[src/rtl/dmem_arb_pkg.sv]
// -----------------------------------------------------------------------------
// dmem_arb_pkg
// Shared types for the data-memory arbiter:
//   state_t  - arbiter FSM state (core priority / loader lock)
//   owner_t  - which port a pending read response belongs to
//   cnt_width() - width of a saturating counter for a given maximum value
// -----------------------------------------------------------------------------
package dmem_arb_pkg;

    typedef enum logic {
        S_CORE = 1'b0,   // core has priority, loader wins only when starved
        S_LOCK = 1'b1    // loader owns the memory for a locked burst
    } state_t;

    typedef enum logic {
        OWN_CORE = 1'b0,
        OWN_LD   = 1'b1
    } owner_t;

    // Bits needed to hold 0..max_val; never less than one bit.
    function automatic int cnt_width(input int max_val);
        return (max_val < 1) ? 1 : $clog2(max_val + 1);
    endfunction

endpackage

[src/rtl/sat_counter.sv]
// -----------------------------------------------------------------------------
// sat_counter
// Up-counter that saturates at MAX. Clear has priority over increment.
// Ports:
//   clk, rst_n - clock, asynchronous active-low reset (count -> 0)
//   inc        - count up by one unless already at MAX
//   clr        - force count to zero
//   count      - current value
// -----------------------------------------------------------------------------
module sat_counter
    import dmem_arb_pkg::*;
#(
    parameter int MAX = 4,
    parameter int W   = cnt_width(MAX)
) (
    input  logic         clk,
    input  logic         rst_n,
    input  logic         inc,
    input  logic         clr,
    output logic [W-1:0] count
);

    localparam logic [W-1:0] MAX_V = W'(MAX);

    logic [W-1:0] count_q;

    always_ff @(posedge clk or negedge rst_n) begin
        if (!rst_n) begin
            count_q <= '0;
        end else if (clr) begin
            count_q <= '0;
        end else if (inc && (count_q != MAX_V)) begin
            count_q <= count_q + 1'b1;
        end
    end

    assign count = count_q;

endmodule

[src/rtl/dmem_arbiter.sv]
// -----------------------------------------------------------------------------
// dmem_arbiter
// Arbitrates a single-port synchronous data RAM (one-cycle read latency)
// between the pipeline MEM stage (core) and a loader.
//
// Ports:
//   clk, rst_n                      - clock, asynchronous active-low reset
//   core_req/we/addr/wdata          - core access request
//   core_gnt/stall/rvalid/rdata     - core grant, stall, read response
//   ld_req/we/lock/addr/wdata       - loader request; ld_lock holds the memory
//   ld_gnt/rvalid/rdata             - loader grant and read response
//   mem_en/we/addr/wdata, mem_rdata - RAM port
//   state_dbg, starve_cnt_dbg       - FSM state and starvation count
//
// Handshake: a request is accepted in the same cycle its grant is high
// (req & gnt); an ungranted request must be held. A granted read returns
// its data with the owner's rvalid exactly one cycle later, for one cycle.
//
// Arbitration:
//   S_CORE: core wins ties unless the loader has been denied STARVE_MAX
//           consecutive cycles. A loader grant with ld_lock moves to S_LOCK.
//   S_LOCK: loader is granted whenever it requests, core never. The first
//           cycle with ld_lock low arbitrates exactly like S_CORE, so the
//           core can be granted in the release cycle itself.
// -----------------------------------------------------------------------------
module dmem_arbiter
    import dmem_arb_pkg::*;
#(
    parameter int N          = 32,
    parameter int AW         = 10,
    parameter int STARVE_MAX = 4
) (
    input  logic                            clk,
    input  logic                            rst_n,

    input  logic                            core_req,
    input  logic                            core_we,
    input  logic [AW-1:0]                   core_addr,
    input  logic [N-1:0]                    core_wdata,
    output logic                            core_gnt,
    output logic                            core_stall,
    output logic                            core_rvalid,
    output logic [N-1:0]                    core_rdata,

    input  logic                            ld_req,
    input  logic                            ld_we,
    input  logic                            ld_lock,
    input  logic [AW-1:0]                   ld_addr,
    input  logic [N-1:0]                    ld_wdata,
    output logic                            ld_gnt,
    output logic                            ld_rvalid,
    output logic [N-1:0]                    ld_rdata,

    output logic                            mem_en,
    output logic                            mem_we,
    output logic [AW-1:0]                   mem_addr,
    output logic [N-1:0]                    mem_wdata,
    input  logic [N-1:0]                    mem_rdata,

    output logic                            state_dbg,
    output logic [cnt_width(STARVE_MAX)-1:0] starve_cnt_dbg
);

    localparam int             CW          = cnt_width(STARVE_MAX);
    localparam logic [CW-1:0]  STARVE_FULL = CW'(STARVE_MAX);

    state_t        state_q, state_d;
    owner_t        owner_q;
    logic          rvalid_q;
    logic [CW-1:0] starve_cnt;
    logic          arb_free;
    logic          starve_full;
    logic          gnt_c, gnt_l;

    // ------------------------------------------------------------------
    // Grant decision (combinational, same cycle as the request).
    // Grants are qualified with rst_n so nothing reaches the RAM while
    // reset is held, independent of the registered state.
    // ------------------------------------------------------------------
    always_comb begin
        arb_free    = (state_q == S_CORE) || !ld_lock;
        starve_full = (starve_cnt == STARVE_FULL);
        gnt_c       = 1'b0;
        gnt_l       = 1'b0;
        if (rst_n) begin
            if (arb_free) begin
                gnt_l = ld_req & (~core_req | starve_full);
                gnt_c = core_req & ~gnt_l;
            end else begin
                gnt_l = ld_req;
            end
        end
    end

    always_comb begin
        state_d = state_q;
        if (arb_free) begin
            state_d = (gnt_l && ld_lock) ? S_LOCK : S_CORE;
        end
    end

    // ------------------------------------------------------------------
    // RAM port mux; all-zero when idle.
    // ------------------------------------------------------------------
    always_comb begin
        mem_we    = 1'b0;
        mem_addr  = '0;
        mem_wdata = '0;
        if (gnt_l) begin
            mem_we    = ld_we;
            mem_addr  = ld_addr;
            mem_wdata = ld_wdata;
        end else if (gnt_c) begin
            mem_we    = core_we;
            mem_addr  = core_addr;
            mem_wdata = core_wdata;
        end
    end

    // ------------------------------------------------------------------
    // Loader starvation counter.
    // ------------------------------------------------------------------
    sat_counter #(
        .MAX (STARVE_MAX),
        .W   (CW)
    ) u_starve (
        .clk   (clk),
        .rst_n (rst_n),
        .inc   (ld_req & ~gnt_l),
        .clr   (gnt_l),
        .count (starve_cnt)
    );

    // ------------------------------------------------------------------
    // State and read-response tracking. The owner register only moves on
    // a grant; rvalid_q decides whether it is meaningful.
    // ------------------------------------------------------------------
    always_ff @(posedge clk or negedge rst_n) begin
        if (!rst_n) begin
            state_q  <= S_CORE;
            rvalid_q <= 1'b0;
            owner_q  <= OWN_CORE;
        end else begin
            state_q  <= state_d;
            rvalid_q <= (gnt_c | gnt_l) & ~mem_we;
            if (gnt_c | gnt_l) begin
                owner_q <= gnt_l ? OWN_LD : OWN_CORE;
            end
        end
    end

    assign core_gnt    = gnt_c;
    assign ld_gnt      = gnt_l;
    assign mem_en      = gnt_c | gnt_l;
    assign core_stall  = core_req & ~gnt_c & rst_n;

    assign core_rvalid = rvalid_q & (owner_q == OWN_CORE);
    assign ld_rvalid   = rvalid_q & (owner_q == OWN_LD);
    assign core_rdata  = core_rvalid ? mem_rdata : '0;
    assign ld_rdata    = ld_rvalid   ? mem_rdata : '0;

    assign state_dbg      = state_q;
    assign starve_cnt_dbg = starve_cnt;

endmodule

[config.mk]
export PLATFORM = sky130hd
export DESIGN_NAME = dmem_arbiter
export DESIGN_NICKNAME = d
export VERILOG_FILES = /design/src/rtl/dmem_arb_pkg.sv /design/src/rtl/sat_counter.sv /design/src/rtl/dmem_arbiter.sv
export SDC_FILE = /design/constraint.sdc
export NUM_CORES = 1
export LEC_CHECK = 0
export BUFFER_PORTS_ARGS = -buffer_cell sky130_fd_sc_hd__buf_2
export CAP_MARGIN = 20
export CORE_AREA = 2 2 92 94
export CTS_CLUSTER_DIAMETER = 80
export DETAILED_ROUTE_END_ITERATION = 7
export DIE_AREA = 0 0 94 96
export PLACE_DENSITY = 0.7
export SYNTH_ARGS = -nofsm -noshare
export SYNTH_HDL_FRONTEND = slang
export SYNTH_SLANG_ARGS = --single-unit
[constraint.sdc]
create_clock -name clk -period 5 [get_ports clk]
set_clock_uncertainty 0.05 [all_clocks]
set_input_delay 1 -clock clk [delete_from_list [all_inputs] [get_ports clk]]
set_output_delay 1 -clock clk [all_outputs]
set_load 0.01 [all_outputs]
==> run summary, run 1 <==
During synthesis, Yosys emitted a total of 0 warnings. The register bit count reported by yosys came out at 6. For this design, the CTS-stage hold fixing added 0 buffers. The cell depth of the worst hold path came out at 1. In this run the power spent charging and discharging nets is 0.242 mW. The total of cells resized after clock tree synthesis is 0. The type of the most critical hold path is flop to flop. The synthesized-area fraction occupied by and/or/nand/nor cells is 53.4%. The top-level port count is 240. The number of nets in the layout is 610. The share of total power dissipated in sequential elements is 18.3%. In this run the tool buffered the top-level ports with 239 buffer cells. Counting flops with a built-in enable in the synthesized netlist gives 0. The setup TNS is 0 ns.

From synthesis to final layout, the design area changed by 78.2%. Summing all multi-input logic gate instances after layout gives 1280 um2. The global-route wire length before repair came out at 11300 um. The data required time at the worst endpoint came out at 3.95 ns. The average routed wire per standard cell came out at 13.5 um. The worst-case IR drop observed on VDD is 85.5 uV.

Excluding fillers, the count of instances in the completed layout stands at 590. The sum of overflow across all layers after global routing came out at 0. Once detail routing completed, the nets flagged for antenna violations numbered 0. The relative slew slack is 48.7%.

Among all cell types in the netlist, the one instantiated most often is sky130_fd_sc_hd__nand2_1. By area the synthesized netlist is led by sky130_fd_sc_hd__o22ai_1 17%, sky130_fd_sc_hd__nand3_1 14%, sky130_fd_sc_hd__and2_1 13%. The adder and majority cell fraction of the synthesized area came out at 1.56%.

The initial antenna violation count was 3. The category of the worst setup path capture point is a primary output. The minimum setup slack after placement came out at 1.47 ns. The overall die height is 96 um. The first TritonRoute pass finished after 4 iterations. The count of endpoints failing hold in the final timing report was 0. The slew at the pin closest to its max-slew limit is 0.770 ns. The initial utilization of the core area, before any placement, comes to 19.9%. Counting the fill cells in the layout gives 893. The launch point of the worst reg-to-reg path is u_starve.count[0]$_DFFE_PN0P_.

Summed over all instances, the cell type with the most area after synthesis is sky130_fd_sc_hd__o22ai_1. Summing the areas of all xor and xnor instances in the mapped netlist gives 0% of the synthesized area. The number of clock buffers inserted by TritonCTS is 3. The maximum number of buffers from clock root to sink is 2. Setup violations remaining at the end of the flow were counted as 0.

The data arrival time of the critical path is 2.46 ns. In this run the register-to-register setup slack is 3.10 ns. The die span in x came out at 94 um.

The final core area utilization is 35.5%. The number of rows in the core area is 33. The latest clock arrival within the worst-skew pair came out at 0.22 ns. Of the synthesized area, sequential elements account for 9.36%. Dividing the final minimum period by the clock period gives 70.1%. TritonCTS built the clock tree. The fraction of power spent switching nets came out at 47.6%. The minimum clock period after layout is 3.51 ns.

The portion of netlist area occupied by mux cells is 0.624%. For this run, the slowest stage of the critical path takes 0.38 ns. Together, buffers and inverters on the worst path number 3.

The cell count after placement came out at 585. The largest driver fanout on the critical path is 27. After synthesis, the largest family of logic cells by area is simple AND/OR/NAND/NOR gates. The startpoint of the worst hold path is u_starve.count[1]$_DFFE_PN0P_. After synthesis, the share of flip-flops with an asynchronous set or reset is 100%. The clock drives 6 sinks. In this run the power density over the cells is 178 nW/um2. The most used flip-flop cell after synthesis is sky130_fd_sc_hd__dfrtp_1. The via count of the first global-routing pass came to 2294. The clock group share of total power is 14.8%.

Setup slack closes at 1.49 ns. The area share of the largest cell type after synthesis came out at 16.8%. The clock slew seen by the registers of the worst setup and hold paths came out at 0.04 ns.

By count the netlist is led by 50 x sky130_fd_sc_hd__nand2_1, 44 x sky130_fd_sc_hd__nand3_1, 43 x sky130_fd_sc_hd__o22ai_1. The maximum clock rate came out at 285 MHz. The die area is 9020 um2. Setup repair after global routing left no endpoint under its margin. CTS built an H-tree with a depth of 1. The analysis attributes to cell leakage a power of 1.81 nW. The logic gate share of total power came out at 66.9%.

The number of pins exceeding their max-slew limit in the final report is 0. The routed wire length is 7970 um. The largest net degree at the start of global routing came out at 55. The via count normalized by instance count came out at 4.78. The critical path is of the input port to primary output type.

The total internal power is 0.266 mW. The area used by sequential logic in the layout is 150 um2. The path depth of the worst reg2reg path is 5.

The overall via count from detail_route is 2822. The number of DRC markers after the initial detailed-route iteration is 97. For this design, the slowest cell found on the critical path is sky130_fd_sc_hd__nand2_1. In this run the clock root is driven by a sky130_fd_sc_hd__clkbuf_8. The post-synthesis net count came out at 393. The compound-cell area share of the yosys netlist is 24.3%. By instance count, the cell type seen most on the critical path is sky130_fd_sc_hd__buf_2. Synthesis produced a netlist whose cell count is 268. The run finished with clean final reports. The post-synthesis instance area is 1600 um2. The worst register-to-register path ends at rvalid_q$_DFF_PN0_. The post-route netlist has 52.0% of its cells at a drive strength greater than 1. The kind of start point of the critical path is an input port.

The number of DRC violations after detailed routing came out at 0. The post-DP HPWL came out at 6790 um. The mean instance size in the synthesized netlist is 5.99 um2. On the critical path the largest part of the delay comes from buffers and inverters.

Walking the worst path, the cells encountered are buf_2 -> a21boi_2 -> nand2_1 -> buf_4 -> o22ai_1 -> buf_2. Across every metal layer, demand over resource in global routing totals 15.5%. Post-CTS timing repair inserted 0 buffers for setup. The placer congestion estimate came out at 0.799. The number of maximum-capacitance violations is 0.

The capture endpoint of the worst hold path is u_starve.count[1]$_DFFE_PN0P_. The number of distinct library cells after synthesis came out at 28. The final total power is 0.508 mW. The core region is 8050 um2.
## through the flow
| step | hold slack (ns) | instance area, um2 |
|---|---|---|
| floorplan | 0.536 | 1600 |
| global placement | 0.511 | 2810 |
| detailed placement | 0.513 | 2810 |
| CTS | 0.527 | 2850 |
| global route | 0.551 | 2850 |
| finish | 0.520 | 2860 |
## layout by cell type (no fill, tap or decap)
master                      instances
sky130_fd_sc_hd__buf_2            239
sky130_fd_sc_hd__nand2_1           50
sky130_fd_sc_hd__nand3_1           44
sky130_fd_sc_hd__o22ai_1           43
sky130_fd_sc_hd__and2_1            33
sky130_fd_sc_hd__and3_1            33
sky130_fd_sc_hd__dfrtp_1            6
sky130_fd_sc_hd__buf_4              6
sky130_fd_sc_hd__nor2_1             3
sky130_fd_sc_hd__nor2b_1            3
sky130_fd_sc_hd__clkbuf_8           3
sky130_fd_sc_hd__diode_2            2
sky130_fd_sc_hd__inv_1              2
sky130_fd_sc_hd__o21a_1             2
sky130_fd_sc_hd__a21oi_1            2
sky130_fd_sc_hd__ha_1               2
sky130_fd_sc_hd__a21bo_2            1
sky130_fd_sc_hd__a21oi_4            1
sky130_fd_sc_hd__a21boi_2           1
sky130_fd_sc_hd__a21boi_0           1
sky130_fd_sc_hd__nand2b_1           1
sky130_fd_sc_hd__o32ai_1            1
sky130_fd_sc_hd__o2bb2ai_1          1
sky130_fd_sc_hd__mux2i_1            1
sky130_fd_sc_hd__a311oi_1           1
sky130_fd_sc_hd__o21ai_0            1
sky130_fd_sc_hd__a32o_1             1
sky130_fd_sc_hd__a22o_1             1
## power groups by stage
stage          clock network, mW  logic [mW]  registers, mW
2_1_floorplan                  0       0.212         0.0819
3_3_place_gp                   0       0.335         0.0913
3_5_place_dp                   0       0.340         0.0932
4_1_cts                   0.0776       0.341         0.0926
5_1_grt                   0.0813       0.376         0.0984
6_report                  0.0754       0.340         0.0927
## layout make-up
type	count	area share, %
timing repair buffer	245	43.4
multi-input combinational	227	44.8
sequential	6	5.25
inverter	2	0.263
antenna	2	0.175
tap	105	4.60
clock buffer	3	1.44
## cell families after synthesis
group                    Yosys count
buffers and inverters             35
adder cells (fa/ha/maj)            2
multiplexers                       1
flip-flops                         6
AND/OR/NAND/NOR                  167
AO/OA/AOI/OAI                     57
## worst reg2reg max path, delay by kind of cell (launching register included)
family / cells / cell delay, ns
adder cells (fa/ha/maj): 1 / 0.27
buffers and inverters: 2 / 0.45
AO/OA/AOI/OAI: 2 / 0.56
flip-flops: 1 / 0.40
## how the worst max path moves through the flow
stage / startpoint / end / slack (ns) / cells after the start
floorplan: ld_req / mem_wdata[18] / 2.09 / 5
finish: core_req / mem_wdata[31] / 1.49 / 6
CTS: core_req / mem_wdata[31] / 1.46 / 6
detailed placement: core_req / mem_wdata[31] / 1.47 / 6
global route: core_req / mem_wdata[31] / 1.33 / 6
global placement: core_req / mem_wdata[17] / 1.54 / 6
## state kept, by name, summed over array words and instances, names as in the netlist
signal	flops
u_starve.count	3
owner_q	1
rvalid_q	1
state_dbg	1
## per-layer routing
metal	global-route usage, %	vias up	part of all wire (%)
met4	2.54	2	0.43
met5	0	-	0.16
met3	3.76	4	11
met2	27.4	176	49
met1	19.4	1248	40
li1	-	1392	-
Power figures use the tool's default switching activity.
==> inputs of run 2 (changes only) <==
Settings changed: CORE_AREA 2 2 92 94 to 2 2 93 95, DIE_AREA 0 0 94 96 to 0 0 95 97, PLACE_DENSITY 0.7 to 0.69.
Clock period 5 ns to 3.5 ns, I/O delays scaled along.
==> run 2 against run 1 <==
- cell area up 1.1%
- critical endpoint is now mem_wdata[26]
- setup slack got worse by 0.77 ns
- routed wire length fell by 4.4%
==> run summary, run 2 (same netlist as run 1, synthesis figures left out) <==
The cell count after placement was 586 (+0.17%). The class of the most critical setup path is input port to primary output. The largest driver fanout on the critical path is 26 (-3.7%).

The number of buffers inserted by post-CTS setup repair came out at 0 (unchanged). TritonCTS built the clock tree. The flip-flop count of the largest register, all copies and words added is 3 (unchanged). The via count of the first global-routing pass was 2477 (+8.0%).

The effective utilization at floorplan came to 19.7% (-0.20 points). The post-DP HPWL is 6430 um (-5.4%). The die span in x came out at 95 um (+1.1%). The minimum clock period after layout came out at 2.77 ns. The slew at the pin closest to its max-slew limit came out at 0.562 ns (-0.208 ns). The overall via count from detail_route came to 2785 (-1.3%). The tree is rooted in a sky130_fd_sc_hd__clkbuf_8. The data arrival time of the critical path is 2.02 ns (-0.44 ns). The via count normalized by instance count came out at 4.71 (-1.5%). Leaving out fill and tap cells, the most frequent cell in the layout is sky130_fd_sc_hd__buf_2. The logic gate share of total power was 70.5% (+3.6 points). The data required time at the worst endpoint came out at 2.75 ns (-1.20 ns). The initial antenna violation count is 2 (-1). The filler-free cell count of the finished design is 591 (+0.17%). Based on the critical path, the design can be clocked at up to 360 MHz.

The number of levels in the clock H-tree is 1 (unchanged). The count of buffers from port buffering came to 239 (unchanged). The largest individual stage delay along the critical path comes from the cell sky130_fd_sc_hd__a21oi_4. The most frequent cell on the critical path is sky130_fd_sc_hd__buf_2. The overall die height came out at 97 um (+1.0%). The category of the worst setup path capture point is a primary output. The number of antenna-violating nets in the routed design is 0 (unchanged). The all-layer global routing usage is 15.0% (-0.47 points). The maximum number of buffers from clock root to sink came out at 2 (unchanged). Compared with the post-synthesis result, the final layout area differs by 80.2%.

The run finished with clean final reports. The total of cells resized after clock tree synthesis came out at 0 (unchanged). The top-level port count came out at 240 (unchanged). The number of maximum-capacitance violations came out at 0 (unchanged). The number of DRC violations after detailed routing came to 0 (unchanged). In the layout the commonest cells are 239 x sky130_fd_sc_hd__buf_2, 50 x sky130_fd_sc_hd__nand2_1, 44 x sky130_fd_sc_hd__nand3_1. The clock group share of total power is 14.4% (-0.4 points). The number of rows in the core area came to 33 (unchanged). The leakage power was 1.82 nW (+0.79%). The maximum resistive drop on vdd came out at 116 uV (+36%). The clock slew seen by the registers of the worst setup and hold paths is 0.04 ns (about the same). The number of clock buffers inserted by TritonCTS was 3 (unchanged). The fill cell total of the finished layout is 894 (+0.11%). The critical path goes through buf_2 -> a21bo_2 -> a21oi_4 -> buf_12 -> o22ai_1 -> buf_2. The number of buffers inserted by hold repair at cts came out at 0 (unchanged). The area used by sequential logic in the layout is 150 um2 (unchanged). In this run the worst hold path is classified as input port to async pin.

The count of endpoints failing hold in the final timing report is 0 (unchanged). The largest net degree at the start of global routing is 85 (+55%). The total internal power came out at 0.392 mW (+47%). The die area came to 9220 um2 (+2.1%). Setup repair after global routing left no endpoint under its margin. The first-pass iteration count of the detailed router was 4 (unchanged). The number of clock sinks came out at 6 (unchanged). The relative slew slack came out at 62.4% (+14 points). The area taken by multi-input logic gates was 1280 um2 (unchanged).

The maximum single-stage delay on the critical path came out at 0.46 ns (+0.08 ns). The power density over cell area was 254 nW/um2 (+43%). The number of buffer and inverter stages on the critical path is 3 (unchanged).

The average routed wire per standard cell is 12.9 um (-4.5%). The share of the cycle needed by the critical path after routing is 79.3%. The number of pins exceeding their max-slew limit in the final report came out at 0 (unchanged). The number of setup violations in the final report came out at 0 (unchanged).

The latest clock arrival within the worst-skew pair is 0.22 ns (about the same). The routed wire length came out at 7620 um (-4.4%). The share of post-route cells with drive strength above 1 came to 52.1% (+0.099 points). The share of power burned in registers is 15.0% (-3.3 points).

The placeable core area was 8130 um2 (+1.0%). The setup TNS came out at 0 ns (unchanged). The sum of overflow across all layers after global routing is 0 (unchanged). The number of DRC markers after the initial detailed-route iteration came to 87 (-10%). The kind of start point of the critical path is an input port.

The number of nets in the layout came out at 611 (+0.16%). The power dissipated by switching net loads was 0.343 mW (+42%). The global-route wire length before repair is 11400 um (+1.1%).

The placer congestion estimate came out at 0.850 (+6.3%). The final total power was 0.735 mW (+45%). The final core area utilization came out at 35.5% (+0.040 points). The kind of cell adding the most delay to the critical path is compound AO/OA/AOI/OAI gates.

The fraction of power spent switching nets is 46.7% (-0.88 points).
-- run 2: cell count changes in the layout (fill, tap and decap cells not counted) --
cell / delta
sky130_fd_sc_hd__buf_12: +2
sky130_fd_sc_hd__buf_4: -1
-- run 2: layout make-up --
cell class / instances / share of cell area, %
multi-input cells: 227 / 44.3
repair buffers: 246 / 44.1
flip-flops and latches: 6 / 5.19
well taps: 105 / 4.55
clock buffers: 3 / 1.43
inverters: 2 / 0.260
diodes: 2 / 0.173
-- run 2: routing by layer --
metal  GRT usage, %  up-vias  share of wire [%]
met1           17.5     1222                 37
met2           27.8      167                 51
met4           2.68        0               0.46
li1               -     1394                  -
met5              0        -                  0
met3           3.19        2                 11
-- run 2: metrics by stage --
stage                     setup slack (ns)  instance area, um2  hold WS, ns
after floorplan                       1.19                1600        0.354
after detailed placement             0.729                2840        0.436
final                                0.725                2890        0.337
after CTS                            0.729                2890        0.339
after global placement               0.773                2840        0.455
after global routing                 0.618                2890        0.354
-- run 2: power by group through the flow --
stage	logic [mW]	registers (mW)	clock network, mW
final	0.518	0.110	0.106
after CTS	0.524	0.110	0.110
after floorplan	0.303	0.117	0
after detailed placement	0.523	0.111	0
after global placement	0.512	0.111	0
after global routing	0.576	0.113	0.115
-- run 2: worst register-to-register path, stage by stage, from the launching register on --
cell and delay [ns]:
sky130_fd_sc_hd__dfrtp_1 0.41, sky130_fd_sc_hd__inv_1 0.06, sky130_fd_sc_hd__ha_1 0.28, sky130_fd_sc_hd__a21oi_4 0.51, sky130_fd_sc_hd__buf_12 0.24, sky130_fd_sc_hd__o32ai_1 0.11
-- run 2: path summary, 6_finish.rpt --
path	from	to	slack (ns)	cells after the start
max	core_req	mem_wdata[26]	0.73	6
min reg2reg	owner_q$_DFFE_PN0P_	owner_q$_DFFE_PN0P_	0.44	1
max in group asynchronous	rst_n	owner_q$_DFFE_PN0P_	2.79	1
min in group clk	owner_q$_DFFE_PN0P_	owner_q$_DFFE_PN0P_	0.44	1
min	rst_n	u_starve.count[2]$_DFFE_PN0P_	0.34	1
max reg2reg	u_starve.count[0]$_DFFE_PN0P_	rvalid_q$_DFF_PN0_	1.68	5
